**config.mk**
```make
export PLATFORM = sky130hd
export DESIGN_NAME = param_dwn_cntr
export DESIGN_NICKNAME = d
export VERILOG_FILES = /design/src/rtl/param_dwn_cntr_pkg.sv /design/src/rtl/param_dwn_cntr_prescaler.sv /design/src/rtl/param_dwn_cntr.sv
export SDC_FILE = /design/constraint.sdc
export NUM_CORES = 1
export LEC_CHECK = 0
export BUFFER_PORTS_ARGS = -buffer_cell sky130_fd_sc_hd__buf_2
export CORE_MARGIN = 5
export CORE_UTILIZATION = 52
export CTS_CLUSTER_SIZE = 16
export DETAILED_ROUTE_END_ITERATION = 8
export PLACE_DENSITY = 0.77
export SLEW_MARGIN = 10
export SYNTH_ARGS = -nofsm -noshare
export SYNTH_HDL_FRONTEND = slang
export SYNTH_SLANG_ARGS = --single-unit
export TNS_END_PERCENT = 20
```
**constraint.sdc**
```tcl
create_clock -name CLOCK -period 1.98 [get_ports CLOCK]
set_clock_uncertainty 0.15 [all_clocks]
set_input_delay 0.099 -clock CLOCK [delete_from_list [all_inputs] [get_ports CLOCK]]
set_output_delay 0.099 -clock CLOCK [all_outputs]
set_load 0.01 [all_outputs]
```
**src/rtl/param_dwn_cntr_pkg.sv**
```systemverilog
// param_dwn_cntr_pkg
// Shared types and constants for the parametrised down-counter
// (param_dwn_cntr) and its optional prescaler.
package param_dwn_cntr_pkg;

    // Counter state. IDLE means count==0 and no countdown in progress.
    typedef enum logic [0:0] {
        IDLE = 1'b0,
        RUN  = 1'b1
    } state_t;

    // Values of the mode input / mode_q register.
    localparam logic MODE_ONESHOT  = 1'b0;
    localparam logic MODE_PERIODIC = 1'b1;

    // Width of a counter that runs 0..n-1; never less than one bit.
    function automatic int cnt_width(input int n);
        return (n > 1) ? $clog2(n) : 1;
    endfunction

endpackage : param_dwn_cntr_pkg

```
**src/rtl/param_dwn_cntr_prescaler.sv**
```systemverilog
// param_dwn_cntr_prescaler
// Divides enabled RUN cycles by PRESCALE. The counter runs 0..PRESCALE-1
// and tick is asserted on the enabled cycle in which it wraps, so a tick
// is produced once every PRESCALE enabled cycles. restart zeroes the
// phase so a fresh countdown always starts a full prescale period.
// Used only when PARAM_DWN_CNTR_PRESCALE_EN is defined.
module param_dwn_cntr_prescaler
    import param_dwn_cntr_pkg::*;
#(
    parameter int PRESCALE = 1
) (
    input  logic CLOCK,
    input  logic reset,
    input  logic restart,
    input  logic en,
    output logic tick
);

    localparam int              CW   = cnt_width(PRESCALE);
    localparam logic [CW-1:0]   LAST = CW'(PRESCALE - 1);

    logic [CW-1:0] phase;

    // Wrap indication is combinational so the tick lines up with the
    // enabled cycle that completes the prescale period.
    assign tick = en && (phase == LAST);

    // Phase counter: cleared on restart, advances on enabled cycles.
    always_ff @(posedge CLOCK or posedge reset) begin
        if (reset) begin
            phase <= '0;
        end else if (restart) begin
            phase <= '0;
        end else if (en) begin
            if (phase == LAST) begin
                phase <= '0;
            end else begin
                phase <= phase + 1'b1;
            end
        end
    end

endmodule : param_dwn_cntr_prescaler

```
**src/rtl/param_dwn_cntr.sv**
```systemverilog
// param_dwn_cntr
// Loadable WIDTH-bit down-counter with a one-cycle terminal-count pulse
// (CO), one-shot or periodic (auto-reload) operation, count enable and
// synchronous clear. Used as the bit-period and frame timer under the
// UART transmit/receive timing logic.
//
// Priority on every clock edge: reset > clear > load > decrement.
//
// Optional build macro PARAM_DWN_CNTR_PRESCALE_EN: when defined, a
// decrement happens only once every PRESCALE enabled RUN cycles; when
// undefined every enabled RUN cycle decrements and PRESCALE is ignored.
module param_dwn_cntr
    import param_dwn_cntr_pkg::*;
#(
    parameter int WIDTH    = 8,
    parameter int PRESCALE = 1
) (
    input  logic             CLOCK,
    input  logic             reset,
    input  logic             clear,
    input  logic             load,
    input  logic [WIDTH-1:0] load_value,
    input  logic             mode,
    input  logic             enable,
    output logic [WIDTH-1:0] count,
    output logic             CO,
    output logic             busy
);

    localparam logic [WIDTH-1:0] ONE = {{(WIDTH-1){1'b0}}, 1'b1};

    state_t           state;
    logic [WIDTH-1:0] reload;
    logic             mode_q;
    logic             tick;

`ifdef PARAM_DWN_CNTR_PRESCALE_EN
    logic run_en;
    logic restart;

    // The prescaler only advances while actually counting, and its phase
    // is discarded on clear, load and whenever the counter is idle.
    assign run_en  = enable && (state == RUN);
    assign restart = clear || load || (state == IDLE);

    param_dwn_cntr_prescaler #(
        .PRESCALE (PRESCALE)
    ) u_prescaler (
        .CLOCK   (CLOCK),
        .reset   (reset),
        .restart (restart),
        .en      (run_en),
        .tick    (tick)
    );
`else
    // Without the prescaler every enabled cycle is a decrement tick.
    // PRESCALE has no effect here; the term is true for any legal value.
    assign tick = enable && (PRESCALE >= 1);
`endif

    // busy follows the registered state directly.
    assign busy = (state == RUN);

    // Main counter: clear/load/decrement with registered CO pulse.
    always_ff @(posedge CLOCK or posedge reset) begin
        if (reset) begin
            state  <= IDLE;
            count  <= '0;
            reload <= '0;
            mode_q <= MODE_ONESHOT;
            CO     <= 1'b0;
        end else if (clear) begin
            // reload and mode_q are deliberately kept across a clear.
            state <= IDLE;
            count <= '0;
            CO    <= 1'b0;
        end else if (load) begin
            // A load restarts the countdown from any state; loading zero
            // parks the counter in IDLE without a terminal pulse.
            reload <= load_value;
            mode_q <= mode;
            count  <= load_value;
            CO     <= 1'b0;
            state  <= (load_value != '0) ? RUN : IDLE;
        end else if ((state == RUN) && tick) begin
            if (count > ONE) begin
                count <= count - ONE;
                CO    <= 1'b0;
            end else if (count == ONE) begin
                // Terminal count: CO is high in the cycle the terminal
                // value (0, or reload when periodic) becomes visible.
                CO <= 1'b1;
                if (mode_q == MODE_PERIODIC) begin
                    count <= reload;
                end else begin
                    count <= '0;
                    state <= IDLE;
                end
            end else begin
                // count==0 in RUN cannot arise from a load or reload;
                // fall back to IDLE rather than wrapping below zero.
                count <= '0;
                CO    <= 1'b0;
                state <= IDLE;
            end
        end else begin
            // Paused in RUN, or idle: count holds and the pulse ends.
            CO <= 1'b0;
        end
    end

endmodule : param_dwn_cntr

```
== Word level (Yosys, flattened, before mapping) ==
Index checks and enable logic that the tools add are counted.
Word-level totals
  register bits: 19
  bits of input ports: 14
Operators by class
  $add $sub $neg: 1
  magnitude comparators: 1
  eq/ne operators: 3
  muxes and demuxes: 18
  bitwise operators: 1
  reduce and logical (&&, ||, !) cells: 5
Operators with widths (count)
  8-bit two-way mux: 6
  1-bit two-way mux: 12
  8-bit by 1-bit equality test with 1-bit output (second input constant): 1
  8-bit by 1-bit > comparator with 1-bit output (second input constant): 1
  8-bit nonzero test: 1
  8-bit by 1-bit subtractor with 8-bit output (second input constant): 1
  4-bit inequality test (second input constant): 1
  3-bit inequality test (second input constant): 1
  3-bit AND reduction: 1
  3-bit nonzero test: 1
  2-bit AND reduction: 1
  1-bit logical AND: 1
  1-bit inverter: 1

== Depth between registers and ports, before layout ==
  word-level depth: 6
  mapped depth: 8
  mapped depth without buffers: 7

== Least setup slack after synthesis ==
No wires, ideal clock.
  path kind: register to register
  from: register count[1]
  to: register count[5]
  library setup time: 0.127 ns
  arrival: 1.570 ns
  data required time: 1.703 ns
  setup slack: 0.133 ns
  cell stages (with the launch flop): 9
  path buffers: 1
  path through: dfrtp_1 inv_1 ha_1 and4bb_2 buf_2 a211oi_1 a21oi_1 o21ai_0 a211oi_1
On the way
  longest elaborated chain between the ends: 6
  elaborated cells on any way between the ends: 8
  those cells by class: add/sub (1); order compare (1); eq/ne (1); mux (5)
Ends and longest elaborated chain
  from (decl): RTL line param_dwn_cntr.sv:25  | output logic [WIDTH-1:0] count,
  from (signal assigned): RTL line param_dwn_cntr.sv:82  | count <= load_value;
  from (signal assigned): RTL line param_dwn_cntr.sv:87  | count <= count - ONE;
  from (signal assigned): RTL line param_dwn_cntr.sv:94  | count <= reload;
  branches (longest 2 deep; another with 8-bit by 1-bit subtractor with 8-bit output)
  8-bit two-way mux (*): RTL line param_dwn_cntr.sv:86  | if (count > ONE) begin
  8-bit two-way mux (*): RTL line param_dwn_cntr.sv:85  | end else if ((state == RUN) && tick) begin
  8-bit two-way mux (*): RTL line param_dwn_cntr.sv:77  | end else if (load) begin
  8-bit two-way mux (*): RTL line param_dwn_cntr.sv:72  | end else if (clear) begin
Every way passes the cells marked *. The select of a mux whose other input is x is not followed.
A chain may end at the register's enable or synchronous reset.

== Worst setup path after layout ==
  from: register count[0]
  to: register count[3]
The elaborated chain is that of the path after synthesis.

==> flow_summary.toml <==
[grt]
overflow = 0
grt-busiest-layer = "met2"
grt_max_degree = 20
grt_pass1_vias = 1141
grt_util_met2_pct = 34.63
grt_pass1_wl_um = 5168
grt_usage_pct = 20.54
grt_use_met3_pct = 3.248
antenna_found_initial = 0
use_met1_pct = 26.16

[final_layout]
area_growth_pct = 33.14
layout-drive-gt1-share_pct = 25.29
final_cells = 201
utilization_pct = 73.04
fill_cells = 155
register_area_um2 = 475.5
fin_nets = 191
antenna_cells = 0
multi_input_area_um2 = 600.6

[sta]
fmax_ghz = 0.5377
finalHoldViolCount = 0
max-slew-margin-rel_pct = 52.12
finalHoldWorstSlack_ps = 0.5855
grt_setup_unrepaired = "false"
post-route-period-util_pct = 93.93
setup_viol = 0
layout_min_cycle_time_ps = 1860
tightest_slew_ps = 717.4
finalMaxSlewViolations = 0
setup_tns_ps = 0

[synth]
synth.area.mux_share_pct = 0.9206
synth_cell_types = 38
yosysTopAreaCell = "dfrtp_1"
avgSynthCellArea_um2 = 8.429
synth_compound_area_share_pct = 18.76
synthDominantCellAreaShare_pct = 43.73
synth-seq-area-share_pct = 43.73
synth_seq_cells = 19
synth-edff-count = 0
ys.warnings.count = 0
synth_nets = 145
dominantRegCellSynth = "dfrtp_1"
synthXorXnorAreaFrac_pct = 0.8055
synth_top_family_by_area = "simple AND/OR/NAND/NOR gates"
synth_area_um2 = 1087
synth_area_leaders = "dfrtp_1 (44%), nand2_1 (12%), nor2_1 (5.5%)"
yosys.area_share.adder_pct = 2.301
synthSimpleGateAreaFrac_pct = 30.96
synthArstFlopShare_pct = 100.0
synth_cells = 129

[critical_path]
required_ps = 2060
critPathLaunchType = "flip-flop"
crit_path_cell_trace = "inv_1, ha_1, nor2_2, nor3_2, o311a_1, a21oi_1"
cp.arrival_ps = 1940
slowest_stage = "dfrtp_1"
critPathMaxStageDelay_ps = 400
crit_path_end_kind = "flip-flop"
crit_type = "flip-flop to flip-flop"
critPathMaxFanout = 5

[worst_hold_path]
min_path_type = "primary input to flip-flop"

[die]
coreArea_um2 = 1982
die_h_um = 55.73
std_cell_rows = 16
die_w_um = 55.73
io_pins = 24
start_util_pct = 54.86
design.die.area_um2 = 3105

[cts]
cts.clk_slew.worst_paths_ps = 110
cts_tree = "yes"
root_buffer = "clkbuf_4"
h-tree-depth = 1
cts_sinks = 19
cts_made_buffers = 3
clock_path_buffers = 2
clk_latency_ps = 300

[routing]
via_per_inst = 5.846
drt_iter0_drc = 71
dr.pass1.iters = 5
final_antenna_net_count = 0
totalWireLength_um = 3095
vias = 1175
drc_errors = 0
wl_per_cell_um = 15.40

[power_and_ir_drop]
power.leakage_nw = 0.7160
powerDensity_nw_per_um2 = 718.4
peakVddDrop_uv = 599.6

[run]
drv_cap = 0

[place]
placedCellCount = 185
place_congestion = 0.9039
dpl.hpwl_um = 2155
port_buffers = 23

[outcome]
status = "completed"
[kinds of logic after synthesis]
family | count (synthesis)
buf+inv | 7
fa+ha+maj | 2
simple gates | 70
flops | 19
mux | 1
compound gates | 29
xor+xnor | 1
[report_power, final]
part | leakage (nW) | switching, W | internal [W]
registers | 0.241 | 0.0000286 | 0.000432
clock network | 0.0150 | 0.000120 | 0.0000786
logic | 0.460 | 0.000210 | 0.000171
total | 0.716 | 0.000359 | 0.000681
[path summary, 6_finish.rpt]
check	start	end	slack (ps)	cells past startpoint
worst max register to register	count[0]	count[3]	120	6
max in group asynchronous	reset	reload[2]	940	3
worst min-delay path	enable	busy	0.6	3
min in group asynchronous	reset	reload[5]	290	3
worst max-delay path	count[0]	count[3]	120	6
worst min register to register	reload[0]	reload[0]	330	2
[through the flow]
| step | power (W) | setup WS, ps | area, µm² |
|---|---|---|---|
| after global placement | 0.0008034 | 160.9 | 1295 |
| after floorplan | 0.0006802 | 132.8 | 1087 |
| after detailed placement | 0.0008121 | 112.7 | 1295 |
| after CTS | 0.001027 | 72.84 | 1431 |
| final | 0.001040 | 120.2 | 1448 |
| after global routing | 0.001094 | 14.28 | 1448 |
[state kept, by name, summed over array words and instances (netlist names)]
name,flops
CO,1
busy,1
count,8
mode_q,1
reload,8
[layout make-up]
cell class              instances  share of cell area, %
multi-input cells             104                  41.49
flip-flops and latches         19                  32.84
repair buffers                 44                  20.74
well taps                      27                  2.334
clock buffers                   4                  1.815
inverters                       3                 0.7779
[critical path, delay by kind of cell (launching register included)]
| kind | cells | cell delay, ps |
|---|---|---|
| AOI/OAI and AO/OA | 2 | 490 |
| adders and majority gates | 1 | 270 |
| buffers and inverters | 1 | 60 |
| DFF | 1 | 400 |
| and+or+nand+nor | 2 | 430 |
[synthesized netlist by cell type (3+ instances only)]
cell type  instances
a31oi_1            4
dfrtp_1           19
clkbuf_1           3
inv_1              3
a21oi_1            6
nand2_1           34
nor2_1            16
and3_1             3
[cell usage in the layout (no fill, tap or decap), types with 4 or more instances in the layout]
| cell | synthesis | final |
|---|---|---|
| nor2_1 | 16 | 15 |
| buf_4 | 0 | 10 |
| nand2_1 | 34 | 34 |
| buf_2 | 1 | 23 |
| a21oi_1 | 6 | 6 |
| dlygate4sd3_1 | 0 | 11 |
| dfrtp_1 | 19 | 19 |
| a31oi_1 | 4 | 4 |
[timing repair]
| item | CTS | global route |
|---|---|---|
| hold buffers | 11 | 0 |
| setup endpoints to repair | 0 | 4 |
| resized for setup | 0 | 2 |
| buffers inserted | 0 | 0 |
| endpoints found under the hold margin | 35 | 0 |
[metal layers]
layer / vias to the layer above / wire (µm)
met2: 88 / 1418
met3: 16 / 350
met5: - / 0
li1: 553 / -
met1: 518 / 1234
met4: 0 / 93
Note: power is estimated with default switching activity, not from simulation.
